### src/rtl/regfile_pkg.sv
`default_nettype none
// +--------------------------------------------------------------------+
// | regfile_pkg: shared sizing constants and flat-address helper for   |
// | the multi-thread register-file arbiter.                            |
// | Revision: 1.0                                                      |
// +--------------------------------------------------------------------+
package regfile_pkg;

  localparam int REG_CNT           = 4;
  localparam int SUPERSCALAR_WIDTH = 4;
  localparam int REG_WIDTH         = 288;

  localparam int ADDR_W = $clog2(REG_CNT * SUPERSCALAR_WIDTH);
  localparam int RID_W  = $clog2(REG_CNT);
  localparam int TID_W  = $clog2(SUPERSCALAR_WIDTH);

  // Each thread owns a contiguous block of reg_cnt registers.
  function automatic int unsigned flat_addr(input int unsigned tid,
                                            input int unsigned reg_idx,
                                            input int unsigned reg_cnt);
    return tid * reg_cnt + reg_idx;
  endfunction

endpackage
`default_nettype wire

### src/rtl/regfile_arbiter_rr_pick2.sv
`default_nettype none
// +--------------------------------------------------------------------+
// | rr_pick2: wrapped priority search starting at ptr, returning the   |
// | first and second requesters found.                                 |
// | Revision: 1.0                                                      |
// +--------------------------------------------------------------------+
module rr_pick2 #(
  parameter int N    = 4,
  parameter int ID_W = (N > 1) ? $clog2(N) : 1
) (
  input  logic [ID_W-1:0] ptr,
  input  logic [N-1:0]    req,
  output logic            first_v,
  output logic [ID_W-1:0] first_id,
  output logic            second_v,
  output logic [ID_W-1:0] second_id
);

  logic [ID_W-1:0] w_idx;

  always_comb begin
    first_v   = 1'b0;
    first_id  = '0;
    second_v  = 1'b0;
    second_id = '0;
    w_idx     = '0;
    for (int k = 0; k < N; k++) begin
      w_idx = ID_W'((32'(ptr) + 32'(k)) % 32'(N));
      if (req[w_idx]) begin
        if (!first_v) begin
          first_v  = 1'b1;
          first_id = w_idx;
        end else if (!second_v) begin
          second_v  = 1'b1;
          second_id = w_idx;
        end
      end
    end
  end

endmodule
`default_nettype wire

### src/rtl/regfile_arbiter.sv
`default_nettype none
// +--------------------------------------------------------------------+
// | regfile_arbiter: round-robin sharing of a 2R/2W register file      |
// | among hardware threads, with in-thread write-before-read ordering. |
// | Revision: 1.0                                                      |
// +--------------------------------------------------------------------+
module regfile_arbiter #(
  parameter int REG_CNT           = regfile_pkg::REG_CNT,
  parameter int SUPERSCALAR_WIDTH = regfile_pkg::SUPERSCALAR_WIDTH,
  parameter int REG_WIDTH         = regfile_pkg::REG_WIDTH,
  parameter int ADDR_W            = $clog2(REG_CNT * SUPERSCALAR_WIDTH),
  parameter int RID_W             = $clog2(REG_CNT),
  parameter int TID_W             = $clog2(SUPERSCALAR_WIDTH)
) (
  input  logic                                   clk,
  input  logic                                   resetn,
  input  logic [SUPERSCALAR_WIDTH-1:0]           rd_req,
  input  logic [SUPERSCALAR_WIDTH*RID_W-1:0]     rd_src_a,
  input  logic [SUPERSCALAR_WIDTH*RID_W-1:0]     rd_src_b,
  output logic [SUPERSCALAR_WIDTH-1:0]           rd_gnt,
  input  logic [SUPERSCALAR_WIDTH-1:0]           wr_req,
  input  logic [SUPERSCALAR_WIDTH*RID_W-1:0]     wr_reg,
  input  logic [SUPERSCALAR_WIDTH*REG_WIDTH-1:0] wr_data,
  output logic [SUPERSCALAR_WIDTH-1:0]           wr_gnt,
  output logic [ADDR_W-1:0]                      port_a_read_addr,
  output logic [ADDR_W-1:0]                      port_b_read_addr,
  output logic [ADDR_W-1:0]                      port_c_write_addr,
  output logic [ADDR_W-1:0]                      port_d_write_addr,
  output logic                                   port_c_we,
  output logic                                   port_d_we,
  output logic [REG_WIDTH-1:0]                   port_c_in,
  output logic [REG_WIDTH-1:0]                   port_d_in,
  output logic                                   rsp_valid,
  output logic [TID_W-1:0]                       rsp_tid,
  output logic [31:0]                            rd_stall_cnt
);

  import regfile_pkg::*;

  localparam int c_T = SUPERSCALAR_WIDTH;

  logic [RID_W-1:0]     w_src_a   [c_T];
  logic [RID_W-1:0]     w_src_b   [c_T];
  logic [RID_W-1:0]     w_wr_reg  [c_T];
  logic [REG_WIDTH-1:0] w_wr_data [c_T];
  logic [c_T-1:0]       w_hazard;
  logic [c_T-1:0]       w_wr_req_eff;
  logic [c_T-1:0]       w_rd_elig;

  logic             w_wc_v, w_wd_v, w_rd_v;
  logic [TID_W-1:0] w_wc_id, w_wd_id, w_rd_id;

  logic [TID_W-1:0] r_wr_ptr;
  logic [TID_W-1:0] r_rd_ptr;
  logic             r_rsp_valid;
  logic [TID_W-1:0] r_rsp_tid;
  logic [31:0]      r_stall_cnt;

  // A pending write to either source blocks the read even if the write
  // is not granted this cycle; the read then sees the committed value.
  generate
    for (genvar t = 0; t < c_T; t++) begin : g_unpack
      assign w_src_a[t]   = rd_src_a[t*RID_W +: RID_W];
      assign w_src_b[t]   = rd_src_b[t*RID_W +: RID_W];
      assign w_wr_reg[t]  = wr_reg[t*RID_W +: RID_W];
      assign w_wr_data[t] = wr_data[t*REG_WIDTH +: REG_WIDTH];
      assign w_hazard[t]  = wr_req[t] &&
                            ((w_wr_reg[t] == w_src_a[t]) || (w_wr_reg[t] == w_src_b[t]));
    end
  endgenerate

  assign w_wr_req_eff = wr_req & {c_T{resetn}};
  assign w_rd_elig    = rd_req & ~w_hazard & {c_T{resetn}};

  rr_pick2 #(
    .N    (c_T),
    .ID_W (TID_W)
  ) u_wr_pick (
    .ptr       (r_wr_ptr),
    .req       (w_wr_req_eff),
    .first_v   (w_wc_v),
    .first_id  (w_wc_id),
    .second_v  (w_wd_v),
    .second_id (w_wd_id)
  );

  rr_pick2 #(
    .N    (c_T),
    .ID_W (TID_W)
  ) u_rd_pick (
    .ptr       (r_rd_ptr),
    .req       (w_rd_elig),
    .first_v   (w_rd_v),
    .first_id  (w_rd_id),
    .second_v  (),
    .second_id ()
  );

  function automatic logic [TID_W-1:0] f_next(input logic [TID_W-1:0] id);
    return (id == TID_W'(c_T - 1)) ? '0 : id + TID_W'(1);
  endfunction

  always_comb begin
    wr_gnt            = '0;
    rd_gnt            = '0;
    port_c_we         = 1'b0;
    port_d_we         = 1'b0;
    port_c_write_addr = '0;
    port_d_write_addr = '0;
    port_c_in         = '0;
    port_d_in         = '0;
    port_a_read_addr  = '0;
    port_b_read_addr  = '0;
    if (w_wc_v) begin
      wr_gnt[w_wc_id]   = 1'b1;
      port_c_we         = 1'b1;
      port_c_write_addr = ADDR_W'(flat_addr(32'(w_wc_id), 32'(w_wr_reg[w_wc_id]), REG_CNT));
      port_c_in         = w_wr_data[w_wc_id];
    end
    if (w_wd_v) begin
      wr_gnt[w_wd_id]   = 1'b1;
      port_d_we         = 1'b1;
      port_d_write_addr = ADDR_W'(flat_addr(32'(w_wd_id), 32'(w_wr_reg[w_wd_id]), REG_CNT));
      port_d_in         = w_wr_data[w_wd_id];
    end
    if (w_rd_v) begin
      rd_gnt[w_rd_id]  = 1'b1;
      port_a_read_addr = ADDR_W'(flat_addr(32'(w_rd_id), 32'(w_src_a[w_rd_id]), REG_CNT));
      port_b_read_addr = ADDR_W'(flat_addr(32'(w_rd_id), 32'(w_src_b[w_rd_id]), REG_CNT));
    end
  end

  always_ff @(posedge clk) begin
    if (!resetn) begin
      r_wr_ptr    <= '0;
      r_rd_ptr    <= '0;
      r_rsp_valid <= 1'b0;
      r_rsp_tid   <= '0;
      r_stall_cnt <= '0;
    end else begin
      // Pointer moves past the last thread granted a write port.
      if (w_wd_v) begin
        r_wr_ptr <= f_next(w_wd_id);
      end else if (w_wc_v) begin
        r_wr_ptr <= f_next(w_wc_id);
      end
      if (w_rd_v) begin
        r_rd_ptr <= f_next(w_rd_id);
      end
      r_rsp_valid <= w_rd_v;
      r_rsp_tid   <= w_rd_id;
      if ((|(rd_req & w_hazard)) && (r_stall_cnt != 32'hFFFF_FFFF)) begin
        r_stall_cnt <= r_stall_cnt + 32'd1;
      end
    end
  end

  assign rsp_valid    = r_rsp_valid;
  assign rsp_tid      = r_rsp_tid;
  assign rd_stall_cnt = r_stall_cnt;

endmodule
`default_nettype wire

### config.mk
export PLATFORM = sky130hd
export DESIGN_NAME = regfile_arbiter
export DESIGN_NICKNAME = d
export VERILOG_FILES = /design/src/rtl/regfile_pkg.sv /design/src/rtl/regfile_arbiter_rr_pick2.sv /design/src/rtl/regfile_arbiter.sv
export SDC_FILE = /design/constraint.sdc
export NUM_CORES = 1
export LEC_CHECK = 0
export CAP_MARGIN = 20
export CORE_AREA = 5 5 714 716
export DETAILED_ROUTE_END_ITERATION = 10
export DIE_AREA = 0 0 719 721
export SLEW_MARGIN = 20
export SYNTH_ARGS = -nofsm -noshare
export SYNTH_HDL_FRONTEND = slang
export SYNTH_HIERARCHICAL = 1
export SYNTH_SLANG_ARGS = --single-unit
### constraint.sdc
create_clock -name clk -period 5.6 [get_ports clk]
set_input_delay 1.12 -clock clk [delete_from_list [all_inputs] [get_ports clk]]
set_output_delay 1.12 -clock clk [all_outputs]
set_load 0.005 [all_outputs]
==> results of run 1 <==
[worst paths after layout]
check,start,slack (ns),end
max reg2reg,r_wr_ptr[0],2.22,r_wr_ptr[1]
max,rd_src_b[2],-0.05,port_b_read_addr[1]
min reg2reg,rd_stall_cnt[23],0.51,rd_stall_cnt[23]
min,rd_stall_cnt[23],0.51,rd_stall_cnt[23]
[flip-flops by register name, indices dropped and copies added (netlist names)]
name,count
rsp_tid,2
r_wr_ptr,2
rd_stall_cnt,32
rsp_valid,1
r_rd_ptr,2
[placed cells by master (no fill, tap or decap), types with 13 or more instances in the layout]
master and count:
and2_4 129, clkbuf_2 21, ha_1 16, xor2_1 18, inv_1 15, nand2b_1 14
clkdlybuf4s15_1 51, buf_6 63, diode_2 246, mux4_2 586, clkdlybuf4s50_1 1223, dlymetal6s2s_1 39
a21oi_1 34, nand2_1 35, buf_12 154, or3_1 14, and2_1 472, buf_2 27
or4_1 15, buf_8 18, dlygate4sd2_1 264, buf_16 39, dfxtp_1 39, o31ai_1 17
nor2_1 22, buf_4 322, o21ai_0 13
[cell type report]
type	instances	area [um^2]	area share [%]
timing repair buffer	2237	23600	44.3
multi-input combinational	1519	19800	37.0
tap	6706	8390	15.7
sequential	39	781	1.46
antenna	246	616	1.15
clock buffer	7	133	0.248
inverter	16	60.1	0.112
clock inverter	1	5.00	0.00937
[stage by stage]
stage	setup TNS [ns]	util, %	total power [mW]	cells
floorplan	0	-	5.91	1814
global placement	-553.47	9.89	13.2	10300
detailed placement	-513.95	9.89	13.1	10300
CTS	-3.02	10.4	15.6	10500
global route	-0.548	10.5	16.3	10600
finish	-0.0498	10.6	15.4	10800
[metal layers]
metal	vias up	GRT usage, %
met2	3266	29.7
met1	16300	22.1
li1	11700	-
met4	356	5.82
met5	-	0
met3	1425	11.7
[worst max-delay path, stage by stage]
cell and delay, ns:
clkdlybuf4s50_1 0.45, xor2_1 0.19, o22ai_2 0.22, a21oi_2 0.10
buf_4 0.16, mux4_2 0.47, mux2i_2 0.24, o211ai_1 0.13
a32o_2 0.36, mux4_2 0.44, and2_1 0.18, clkdlybuf4s50_1 0.45
[repair_timing]
item,in CTS,in global routing
endpoints found under the setup margin,598,404
pin swaps,69,43
cloned,29,4
hold buffers,0,0
gates resized for setup,850,187
setup buffers,138,32
[where the power goes]
| group | switching (mW) | internal [mW] | leakage [nW] | total, mW |
|---|---|---|---|---|
| combinational | 6.45 | 8.30 | 17.8 | 14.7 |
| clock | 0.167 | 0.167 | 0.0694 | 0.334 |
| sequential | 0.0559 | 0.295 | 0.316 | 0.351 |
==> out/metrics.yaml, run 1 <==
floorplanning:
  fp.dieArea_mm2: 0.518
  std_cell_rows: 261
  core_mm2: 0.503
  start_util_pct: 4.20
  fp.dieW_um: 719
  die_h_um: 721
  num_io_pins: 1823
timing:
  slew_headroom_pct: 34.1
  hold_ws_ns: 0.506
  slew_violations: 0
  hold_viol_final: 0
  final.setup.worst_slack_ns: -0.0498
  setup_viol: 1
  post-route-min-period_ns: 5.65
  fin_crit_sh_pct: 101
  worst_pin_slew_ns: 0.989
  worst_clock_skew_ns: 0.0165
  clock.fmax_mhz: 177
  rsz0062_at_grt: "yes"
placement:
  hpwlAfterDp_um: 488000
  port_buffers: 1822
  place.gp.congestion: 1.00
  dpl_worst_slack_ns: -1.10
  dpl_cell_area_mm2: 0.0498
route:
  top_layer_used: "met5"
  routed_via_density: 3.07
  routed_wl_um: 522000
  vias: 33000
  first_pass_iters: 7
  drc: 0
  wl_per_cell_um: 48.5
  drtIter0Drc: 3617
  met1_length_um: 199000
  dr_wl_met2_um: 224000
  final_antenna_net_count: 0
  route.met3.wl_um: 73500
global_routing:
  grt_overflow: 0
  grt_pass1_wl_um: 589000
  grt_max_degree: 186
  grt_antenna_before_repair: 759
  grt_pass1_vias: 29800
  grt_usage_pct: 19.3
status:
  violations: "setup timing"
  outcome: "finished with violations"
cts:
  cts_tree: "done"
  clk_pin_slew_worst_paths_ns: 0.08
  clk_latency_ns: 0.33
  cts_buffers: 5
  clk_path_buf_depth: 2
  cts_root_buffer: "clkbuf_16"
  htreeDepth: 2
  cts_sinks: 39
critical_path:
  cp-end-kind: "primary output"
  critical_path_class: "input pin to primary output"
  reg2reg_depth: 13
  path_max_fanout: 4
  cp.required_ns: 4.48
  worstPathArrival_ns: 4.53
  start_kind: "input pin"
final_layout:
  syn_to_final_growth_pct: 153
  nNetsFinal: 5021
  fillers: 57700
  layout-drive-gt1-share_pct: 37.1
  final_area_mm2: 0.0534
power:
  leakage_nw: 18.2
  power.density_mw_per_mm2: 289
  peakVddDrop_mv: 0.180
synthesis:
  syn_area_mm2: 0.0211
  synth_cells: 1814
  syn_nets: 3017
  syn_area_per_cell_um2: 11.6
  yosys_warnings: 6
hold_path:
  min_path_type: "flop to flop"
  min_path_cells: 2
job:
  drv_cap: 0
Power figures use the tool's default switching activity.
==> inputs of run 2 (changes only) <==
REMOVE_ABC_BUFFERS = 1   (was not set)
==> run 2 against run 1 <==
Effect of this change: the flow still finishes with violations (setup timing); sequential power about the same; critical path type unchanged; first-iteration DRC count decreased by 11%; fmax increased by 0.21%; critical path depth increased by 6; core utilization increased by 0.25 points; die area unchanged; sequential share of layout area about the same; largest cell class unchanged.
==> out/metrics.yaml, run 2 (same netlist as run 1, synthesis figures left out) <==
critical_path:
  path_max_fanout: 6  # +2
  timing.rr.end: "r_wr_ptr[1]"
  cp_top_family: "buffers and inverters"
  crit_cells: 18  # +6
  reg2reg_depth: 15  # +2
  slowest_stage: "or4bb_1"
  worstPathBufferInverterCount: 11  # +8
  cp_cell_sequence: "buf_12 -> and2_4 -> buf_12 -> buf_6 -> or4bb_1 -> o2111a_2 -> o2111ai_2 -> o311ai_4 -> buf_12 -> buf_16 -> buf_12 -> buf_16 -> buf_16 -> buf_12 -> buf_6 -> mux4_2 -> and2_4 -> buf_12"
  worstPathArrival_ns: 4.52  # about the same
  cp.required_ns: 4.48  # about the same
  critical_path_class: "input pin to primary output"
  start_kind: "input pin"
  r2r_setup_slack_ns: 2.00  # -0.22 ns
  cp-end-kind: "primary output"
  max_stage_delay_ns: 0.46  # about the same
  worstReg2RegStart: "r_wr_ptr[0]"
  crit_top_cell: "buf_12"
route:
  first_pass_iters: 7  # unchanged
  drtIter0Drc: 3235  # -11%
  vias: 32500  # -1.7%
  wl_per_cell_um: 46.5  # -4.2%
  final_antenna_net_count: 0  # unchanged
  drc: 0  # unchanged
  routed_via_density: 3.02  # -1.5%
  routed_wl_um: 500000  # -4.3%
final_layout:
  layout_commonest_cell: "clkdlybuf4s50_1"
  syn_to_final_growth_pct: 159
  utilization_pct: 10.9  # +0.25 points
  seq_area_um2: 781  # unchanged
  fillers: 57700  # -0.10%
  multiInputGateArea_mm2: 0.0201  # +1.8%
  final_cell_mix: "clkdlybuf4s50_1, mux4_2, and2_1, buf_4, and2_4"
  layout-drive-gt1-share_pct: 44.2  # +7.1 points
  largest_register_ffs: 32  # unchanged
  nNetsFinal: 5077  # +1.1%
  final-instance-count-excl-fill: 10800  # -0.16%
cts:
  cts_root_buffer: "clkbuf_16"
  clk_pin_slew_worst_paths_ns: 0.07  # about the same
  clk_latency_ns: 0.29  # -0.04 ns
  htreeDepth: 2  # unchanged
  cts_sinks: 39  # unchanged
  cts_buffers: 5  # unchanged
  cts_tree: "done"
  clk_path_buf_depth: 2  # unchanged
floorplanning:
  fp.dieArea_mm2: 0.518  # unchanged
  num_io_pins: 1823  # unchanged
  core_mm2: 0.503  # unchanged
  die_h_um: 721  # unchanged
  std_cell_rows: 261  # unchanged
  start_util_pct: 4.20  # unchanged
  fp.dieW_um: 719  # unchanged
status:
  violations: "setup timing"
  outcome: "finished with violations"
placement:
  port_buffers: 1822  # unchanged
  dpl_worst_slack_ns: -1.35  # -0.248 ns
  place.gp.congestion: 0.999  # -0.36%
  hpwlAfterDp_um: 466000  # -4.4%
  place_inst: 10400  # +0.30%
hold_path:
  min_path_type: "flop to flop"
  min_from: "rd_stall_cnt[30]"
  hold-path-endpoint: "rd_stall_cnt[30]"
  min_path_cells: 2  # unchanged
timing:
  final.setup.worst_slack_ns: -0.0382  # +0.0116 ns
  fin_crit_sh_pct: 101  # -0.21 points
  worst_clock_skew_ns: 0.0101  # -0.00638 ns
  slew_headroom_pct: 50.7  # +17 points
  hold_ws_ns: 0.489  # -0.0175 ns
  setup_viol: 13  # +12
  rsz0062_at_grt: "yes"
  clock.fmax_mhz: 177  # +0.21%
  worst_pin_slew_ns: 0.732  # -0.257 ns
  slew_violations: 0  # unchanged
  post-route-min-period_ns: 5.64  # -0.0116 ns
  hold_viol_final: 0  # unchanged
power:
  peakVddDrop_mv: 0.215  # +19%
  leakage_nw: 19.0  # +4.4%
  power.density_mw_per_mm2: 305  # +5.6%
global_routing:
  grt_max_degree: 85  # -54%
  grt_usage_pct: 18.4  # -0.91 points
  grt_pass1_vias: 29400  # -1.4%
  grt_overflow: 0  # unchanged
  grt_antenna_before_repair: 665  # -12%
  grt_pass1_wl_um: 566000  # -3.9%
job:
  drv_cap: 0  # unchanged
[run 2: where the power goes]
part / total (mW) / internal, mW / switching (mW)
clock network: 0.302 / 0.175 / 0.128
registers: 0.351 / 0.295 / 0.0559
logic: 16.0 / 8.85 / 7.16
total: 16.7 / 9.32 / 7.35
[run 2: worst max path at each step]
stage,endpoint,startpoint,slack (ns)
final,port_d_in[73],wr_req[1],-0.04
after global routing,port_d_in[73],wr_req[1],-0.10
after CTS,port_c_in[203],wr_req[1],-0.20
after detailed placement,port_d_in[37],wr_req[1],-1.35
after global placement,port_d_in[37],wr_req[1],-1.37
after floorplan,port_d_in[0],wr_req[0],-38.29
[run 2: timing repair]
action | in CTS | in global routing
resized for setup | 1076 | 367
setup buffers | 124 | 77
setup endpoints to repair | 597 | 541
hold buffers | 0 | 0
cloned | 17 | 8
pin swaps | 64 | 39
hold endpoints to repair | 0 | 0
[run 2: layer usage]
layer | up-vias | routed length (um) | GRT usage (%)
met5 | - | 2300 | 0
met4 | 334 | 15800 | 3.58
met3 | 1160 | 71000 | 11.1
met2 | 3008 | 221000 | 29.2
met1 | 16200 | 190000 | 21.1
li1 | 11700 | - | -
[run 2: cell type report]
class	count	area share, %
clock inverters	1	0.00916
well taps	6706	15.4
multi-input cells	1519	36.9
clock buffers	6	0.254
flip-flops and latches	39	1.43
diodes	174	0.797
inverters	16	0.110
repair buffers	2293	45.2
[run 2: worst reg2reg max path, stage by stage, from the launching register on]
cell and delay [ns]:
dfxtp_1 0.71, buf_4 0.30, or4bb_1 0.40, o2111a_2 0.21, o2111ai_2 0.22, o311ai_4 0.15
buf_12 0.17, buf_16 0.16, buf_16 0.16, buf_12 0.16, buf_12 0.16, buf_8 0.14
inv_1 0.07, ha_1 0.24, a21oi_1 0.19, nor2_1 0.06
[run 2: per-stage QoR]
stage               setup TNS [ns]  power [mW]  instance area, um^2
CTS                         -25.44        16.1                53000
floorplan                        -        5.64                20100
global route                 -2.71        17.5                54400
global placement           -487.55        14.0                50100
detailed placement         -480.06        14.0                50100
finish                      -0.193        16.7                54600
